[src/rtl/td4p_core.sv]
// td4p_core: parametrised TD4-compatible CPU core with writable program memory.
// Latency: single-cycle execute; fetch (opcode) and alu_data are combinational from pc.
// Backpressure: run=0 (or halted) holds all architectural state; program writes still land.
//
// Optional feature macro: TD4P_HALT_EN (op 1000 becomes HLT and a 'halted' output appears).
//
// Ports:
//   clock, reset      rising-edge clock, synchronous active-high reset
//   run               1 = retire one instruction this cycle
//   in_port           switch input sampled by IN A / IN B
//   prog_we/addr/wdata program memory write port ({op[3:0], imm})
//   pc_out, opcode    current PC and the instruction word stored there
//   out_port          registered output port
//   alu_data          combinational ALU result for the current instruction
//   carry, instret    carry flag, retired-instruction counter
//   halted            (TD4P_HALT_EN only) core stopped on HLT until reset
module td4p_core #(
    parameter int DATA_W = 4,
    parameter int PC_W   = 4,
    parameter int CNT_W  = 16
) (
    input  logic                clock,
    input  logic                reset,
    input  logic                run,
    input  logic [DATA_W-1:0]   in_port,
    input  logic                prog_we,
    input  logic [PC_W-1:0]     prog_addr,
    input  logic [4+DATA_W-1:0] prog_wdata,
    output logic [PC_W-1:0]     pc_out,
    output logic [4+DATA_W-1:0] opcode,
    output logic [DATA_W-1:0]   out_port,
    output logic [DATA_W-1:0]   alu_data,
    output logic                carry,
    output logic [CNT_W-1:0]    instret
`ifdef TD4P_HALT_EN
    ,
    output logic                halted
`endif
);

    localparam int IW = 4 + DATA_W;

    localparam logic [3:0] OP_ADD_A  = 4'b0000;
    localparam logic [3:0] OP_MOV_AB = 4'b0001;
    localparam logic [3:0] OP_IN_A   = 4'b0010;
    localparam logic [3:0] OP_MOV_A  = 4'b0011;
    localparam logic [3:0] OP_MOV_BA = 4'b0100;
    localparam logic [3:0] OP_ADD_B  = 4'b0101;
    localparam logic [3:0] OP_IN_B   = 4'b0110;
    localparam logic [3:0] OP_MOV_B  = 4'b0111;
    localparam logic [3:0] OP_OUT_B  = 4'b1001;
    localparam logic [3:0] OP_OUT_I  = 4'b1011;
    localparam logic [3:0] OP_JNC    = 4'b1110;
    localparam logic [3:0] OP_JMP    = 4'b1111;
`ifdef TD4P_HALT_EN
    localparam logic [3:0] OP_HLT    = 4'b1000;
`endif

    // Program memory: never reset, written on any edge with prog_we.
    logic [IW-1:0] mem_q [2**PC_W];

    logic [PC_W-1:0]   pc_q, pc_d;
    logic [DATA_W-1:0] a_q, a_d;
    logic [DATA_W-1:0] b_q, b_d;
    logic [DATA_W-1:0] out_q, out_d;
    logic              carry_q, carry_d;
    logic [CNT_W-1:0]  instret_q, instret_d;
`ifdef TD4P_HALT_EN
    logic              halt_q, halt_d;
`endif

    logic [3:0]        op;
    logic [DATA_W-1:0] imm;
    logic [DATA_W-1:0] opnd;
    logic [DATA_W-1:0] addend;
    logic [DATA_W:0]   sum;
    logic              exec;

    always_ff @(posedge clock) begin
        if (prog_we) begin
            mem_q[prog_addr] <= prog_wdata;
        end
    end

    // Fetch reads the pre-edge word, so a same-edge write to mem[pc] only
    // affects the next visit to that address.
    assign opcode = mem_q[pc_q];
    assign op     = opcode[IW-1:DATA_W];
    assign imm    = opcode[DATA_W-1:0];

`ifdef TD4P_HALT_EN
    assign exec = run & ~halt_q;
`else
    assign exec = run;
`endif

    // ALU source mux: register/port + imm for ADD and immediate forms,
    // register/port + 0 for the register-move forms.
    always_comb begin
        opnd   = '0;
        addend = imm;
        case (op)
            OP_ADD_A:           opnd = a_q;
            OP_ADD_B:           opnd = b_q;
            OP_MOV_AB, OP_OUT_B: begin opnd = b_q;     addend = '0; end
            OP_MOV_BA:          begin opnd = a_q;     addend = '0; end
            OP_IN_A, OP_IN_B:   begin opnd = in_port; addend = '0; end
            default: ;
        endcase
    end

    assign sum      = {1'b0, opnd} + {1'b0, addend};
    assign alu_data = sum[DATA_W-1:0];

    always_comb begin
        pc_d      = pc_q;
        a_d       = a_q;
        b_d       = b_q;
        out_d     = out_q;
        carry_d   = carry_q;
        instret_d = instret_q;
`ifdef TD4P_HALT_EN
        halt_d    = halt_q;
`endif
        if (exec) begin
            pc_d      = pc_q + PC_W'(1);
            carry_d   = 1'b0;
            instret_d = instret_q + CNT_W'(1);
            case (op)
                OP_ADD_A:                     begin a_d = alu_data; carry_d = sum[DATA_W]; end
                OP_ADD_B:                     begin b_d = alu_data; carry_d = sum[DATA_W]; end
                OP_MOV_A, OP_MOV_AB, OP_IN_A: a_d   = alu_data;
                OP_MOV_B, OP_MOV_BA, OP_IN_B: b_d   = alu_data;
                OP_OUT_B, OP_OUT_I:           out_d = alu_data;
                OP_JMP:                       pc_d  = imm[PC_W-1:0];
                // Tests the flag as it was before this instruction.
                OP_JNC: if (!carry_q)         pc_d  = imm[PC_W-1:0];
`ifdef TD4P_HALT_EN
                OP_HLT:                       begin pc_d = pc_q; halt_d = 1'b1; end
`endif
                default: ;
            endcase
        end
    end

    always_ff @(posedge clock) begin
        if (reset) begin
            pc_q      <= '0;
            a_q       <= '0;
            b_q       <= '0;
            out_q     <= '0;
            carry_q   <= 1'b0;
            instret_q <= '0;
`ifdef TD4P_HALT_EN
            halt_q    <= 1'b0;
`endif
        end else begin
            pc_q      <= pc_d;
            a_q       <= a_d;
            b_q       <= b_d;
            out_q     <= out_d;
            carry_q   <= carry_d;
            instret_q <= instret_d;
`ifdef TD4P_HALT_EN
            halt_q    <= halt_d;
`endif
        end
    end

    assign pc_out   = pc_q;
    assign out_port = out_q;
    assign carry    = carry_q;
    assign instret  = instret_q;
`ifdef TD4P_HALT_EN
    assign halted   = halt_q;
`endif

endmodule

[config.mk]
export PLATFORM = sky130hd
export DESIGN_NAME = td4p_core
export DESIGN_NICKNAME = d
export VERILOG_FILES = /design/src/rtl/td4p_core.sv
export SDC_FILE = /design/constraint.sdc
export NUM_CORES = 1
export LEC_CHECK = 0
export CAP_MARGIN = 5
export CORE_AREA = 3 3 119 121
export CTS_CLUSTER_SIZE = 28
export DETAILED_ROUTE_END_ITERATION = 7
export DIE_AREA = 0 0 122 124
export HOLD_SLACK_MARGIN = 0.08
export PLACE_DENSITY = 0.79
export SYNTH_ARGS = -nofsm -noshare
export SYNTH_HDL_FRONTEND = slang
export SYNTH_SLANG_ARGS = --single-unit
export TNS_END_PERCENT = 5
[constraint.sdc]
create_clock -name clock -period 3.4 [get_ports clock]
set_input_delay 0.51 -clock clock [delete_from_list [all_inputs] [get_ports clock]]
set_output_delay 0.51 -clock clock [all_outputs]
set_load 0.01 [all_outputs]
# [Word level (Yosys, flattened, before mapping)]
# Memory sizes are Yosys's and may differ from the RTL's. A register that Yosys moved wholly into a read port is not among the register bits.
# Index checks and enable logic that the tools add are counted.
[totals] mem_count=1 regBits=33 wordCells=42 input_bits=20 out_inout_bits=37 ram_bits=128
[classes] n_mux=9 reduce_logical=12 add_sub_neg=3 eq_ne=11
[memory_table] memory="mem_q" words=16 width=8 read_ports=1 rd_clocked_by_memory_dff=1 wr=1 line_no="60" source="logic [IW-1:0] mem_q [2**PC_W];"
[op_table] cell="adder 16 x 1 -> 16 bit, second input constant" count=1
[op_table] cell="== test 4 x 3 -> 1 bit, second input constant" count=4
[op_table] cell="== test 4 bit, second input constant" count=4
[op_table] cell="two-way mux 4 bit" count=4
[op_table] cell="case mux 4 bit (3 select lines)" count=1
[op_table] cell="== test 4 x 2 -> 1 bit, second input constant" count=2
[op_table] cell="case mux 4 bit (2 select lines)" count=1
[op_table] cell="OR reduction 2 bit" count=4
[op_table] cell="OR reduction 4 bit" count=2
[op_table] cell="AND reduction 2 bit" count=3
[op_table] cell="adder 4 x 4 -> 5 bit" count=1
[op_table] cell="OR reduction 5 bit" count=1
[op_table] cell="adder 4 x 1 -> 4 bit, second input constant" count=1
[op_table] cell="== test 4 x 1 -> 1 bit, second input constant" count=1
[op_table] cell="logical NOT 4 bit" count=1
[op_table] cell="two-way mux 1 bit" count=3
[op_table] cell="OR reduction 3 bit" count=1

# [Logic depth before layout (Yosys ltp)]
[logic_depth] depth_word=5 mapped_depth=18 depth_no_buf=16

# [Least setup slack after synthesis]
# No wires, ideal clock.
[synth_path] path_kind="register to output" start="reg (tool-made name)" end="out alu_data[2]" t_required_ns=2.890 path_slack_ns=-0.219 path_stages_with_launch=14 path_buffers=3 t_arrival_ns=3.109 cell_sequence="dfxtp_1 -> buf_6 -> buf_12 -> buf_6 -> mux4_2 -> a22oi_2 -> nand3_4 -> nor2_1 -> mux2i_1 -> and2_1 -> ha_1 -> inv_1 -> fa_1 -> xnor2_1"
[synth_lines] element="end, declared" line_no="32" source="output logic [DATA_W-1:0] alu_data,"

==> results by group <==
Synth
  – Syn. warnings: 0
  – Register area share after synthesis: between 60% and 70%
  – Syn Area/Cell: around 17 µm²
  – Main synth FF type: edfxtp_1
  – Mapped Nets: roughly 440
  – Distinct cell type count after synthesis: 44
  – EDFF count, synth: roughly 130
  – Asr flop ratio synth: 0%
  – Seq cells post-synth: about 170
  – Syn Inst Count: 408
  – Post-Syn Area: approximately 6800 µm²

CTS
  – TritonCTS clock tree: yes
  – Skew-Pair Late Insertion Delay: around 0.43 ns
  – Clock-pin slew on the worst setup and hold paths: roughly 0.060 ns
  – Clk sinks: ~170
  – Clk buf depth: 2
  – CTS root buffer: clkbuf_16
  – CTS Buf Count: 17
  – H-tree levels: 4

Global routing
  – Largest net degree at the start of global routing: 20
  – Global-route wire length before repair: ~24000 µm
  – Initial antenna violation count: 0
  – Grt total ovfl: 0
  – Overall Global Routing Usage: 21.7%
  – Vias in the first global route: between 4000 and 5000

Place
  – PortBufs: 56
  – RePlAce Congestion: 0.832
  – Pre-CTS WS: -0.532 ns
  – DP HPWL: just over 10000 µm
  – Dpl cell area: between 7000 and 8000 µm²

Final layout
  – Most frequent cells in the layout: edfxtp_1 (128), clkdlybuf4s50_1 (49), buf_4 (49), nor2_1 (47), dfxtp_1 (36)
  – Fin nets: between 500 and 600
  – Leading cell type in the layout, fill and taps excluded: edfxtp_1
  – Final instance area: between 8000 and 9000 µm²
  – Area grow syn2layout: 27.6%
  – Share of cells above drive strength 1: just under 30%
  – Ant diodes: 0

Worst setup path
  – Critical Path RT: about 2.9 ns
  – Setup crit end kind: output port
  – Reg2Reg Setup Slack: approximately 0.060 ns
  – Peak fanout along the critical path: 5
  – Crit Reg-Reg Endpoint: b_q[1]
  – Reg2Reg Depth: 15
  – Crit path launch type: flip-flop
  – Worst setup path endpoint: alu_data[3]
  – CP arrival: between 3 and 4 ns
  – Crit Path Class: reg2out

Outcome
  – Outcome: finished, violations left
  – Failing checks: negative setup slack

Pwr
  – Final Power: approximately 5.4 mW
  – Sw frac: a little over a quarter
  – Sequential share of power: 42.6%
  – Internal power: slightly below 4 mW
  – P_sw: 1.42 mW
  – Clock Power Share: ~34%
  – Static leakage: 3.03 nW
  – Max rail drop VDD: around 0.35 mV
  – Pwr Density: ~600 nW/µm²
  – Logic pwr share: a little under a quarter

Die
  – Die Span X: about 120 µm
  – Row cnt: 42
  – Core Region: ~13000 µm²
  – DIE AREA: ~15000 µm²
  – Initial Utilization: about half
  – Ports: between 50 and 60
  – Die H: between 100 and 150 µm

Route
  – Remaining DRCs: 0
  – Final Routed Wirelength: around 16000 µm
  – Routed Antenna Nets: 0
  – DRT iter0 DRCs: about 390
  – Drt wl/cell: around 22 µm
  – Vias after detailed routing: 4139
  – Vias per inst: between 5 and 6
  – Initial DRT Pass Iterations: 5

Timing
  – Final-report max-slew violation count: 0
  – Fmax: 0.260 GHz
  – Fin. Hold Viols: 0
  – Setup violations, final: 4
  – Max transition margin: a little over a third
  – Unrepaired setup endpoints after global routing: true
  – Post-layout minimum cycle time: between 3 and 4 ns
  – Crit share post-route: 113%
  – Setup ws final: -0.442 ns
  – Clock Skew: slightly below 0.01 ns
  – Worst-Margin Slew: roughly 0.95 ns
  – Setup TNS: -1.29 ns

Hold path
  – Hold Crit Class: reg2reg

Run
  – Max-Cap Viols: 0
==> power by group through the flow <==
| stage | registers [mW] | clock network, mW | logic (mW) |
|---|---|---|---|
| after floorplan | 2.31 | 0 | 0.604 |
| after global placement | 2.32 | 0 | 1.06 |
| after detailed placement | 2.32 | 0 | 1.09 |
| after CTS | 2.28 | 1.84 | 1.21 |
| after global routing | 2.29 | 1.93 | 1.36 |
| final | 2.28 | 1.81 | 1.27 |
==> layout make-up <==
class / instances / area [µm²]
Clock buffer: 18 / 429
Clock inverter: 14 / 129
Fill cell: 911 / 4510
Inverter: 7 / 26.3
Multi-Input combinational cell: 220 / 2170
Sequential cell: 165 / 4590
Tap cell: 176 / 220
Timing Repair Buffer: 117 / 1110
==> worst min-delay path by stage <==
stage | startpoint | end | cells past startpoint
floorplan | a_q[0] | a_q[0] | 2
global placement | a_q[3] | a_q[3] | 2
detailed placement | a_q[0] | a_q[0] | 2
CTS | a_q[0] | a_q[0] | 2
global route | a_q[0] | a_q[0] | 2
finish | b_q[3] | b_q[3] | 2
==> registers in the layout, indices dropped and copies added, names as in the netlist, named ones only <==
register,flops
mem_q,128
a_q,4
b_q,4
carry,1
pc_out,4
out_port,4
instret,16
==> layer usage <==
layer  global-route usage [%]  routed length [µm]  vias to the layer above  part of all wire [%]
li1                         -                   -                     1827                     -
met1                     27.7                6300                     2080                    41
met2                     36.4                7890                      199                    51
met3                     5.50                1000                       33                   6.5
met4                     7.98                 313                        0                   2.0
met5                        0                   0                        -                     0
==> what timing repair did <==
action	in CTS	in global routing
buffers inserted	9	2
hold buffers	0	0
pin swaps	11	9
resized for setup	43	8
setup endpoints to repair	7	9
==> cells by family (layout without fill, tap and decap cells) <==
family          after synthesis  in the layout  synth area share, %
buf+inv                      23            156                 1.86
mux                          59             59                 15.5
xor+xnor                     18             18                 2.32
compound gates               20             20                 2.32
simple gates                116            116                 9.18
fa+ha+maj                     7              7                 1.40
flops                       165            165                 67.4
==> critical path: stages (launching register included) <==
cell and delay [ns]:
dfxtp_4 0.41, buf_6 0.14, mux4_2 0.52, a22oi_2 0.20, nand3_4 0.12, nor2_4 0.12, mux2i_2 0.24, buf_4 0.16
and2_4 0.14, ha_4 0.19, a21o_1 0.17, a21oi_2 0.17, xnor2_2 0.14, buf_2 0.16
==> Yosys cell counts, drive strengths merged, types with 3 or more instances <==
cell type	instances	area share [%]
nor2	49	2.7
xnor2	9	1.2
buf	10	1.1
o2bb2ai	3	0.39
nand2b	4	0.37
nand3	11	1.2
nand4	7	0.87
nand3b	3	0.33
nand2	15	0.83
mux2i	24	3.7
and4	4	0.52
nor3	8	0.59
xor2	9	1.2
and3	3	0.28
edfxtp	128	57
a22oi	3	0.48
ha	6	1.1
dfxtp	37	11
and2	5	0.46
clkbuf	6	0.33
inv	7	0.39
mux4	35	12
a21o	3	0.33
a21oi	4	0.35
==> metrics by stage <==
step | util (%) | hold slack, ns | std cells
2_1_floorplan | - | 0.463 | 408
3_3_place_gp | 60.0 | 0.474 | 674
3_5_place_dp | 60.0 | 0.491 | 674
4_1_cts | 65.5 | 0.506 | 715
5_1_grt | 65.8 | 0.537 | 717
6_report | 65.8 | 0.500 | 717
Note: power is estimated with default switching activity, not from simulation.
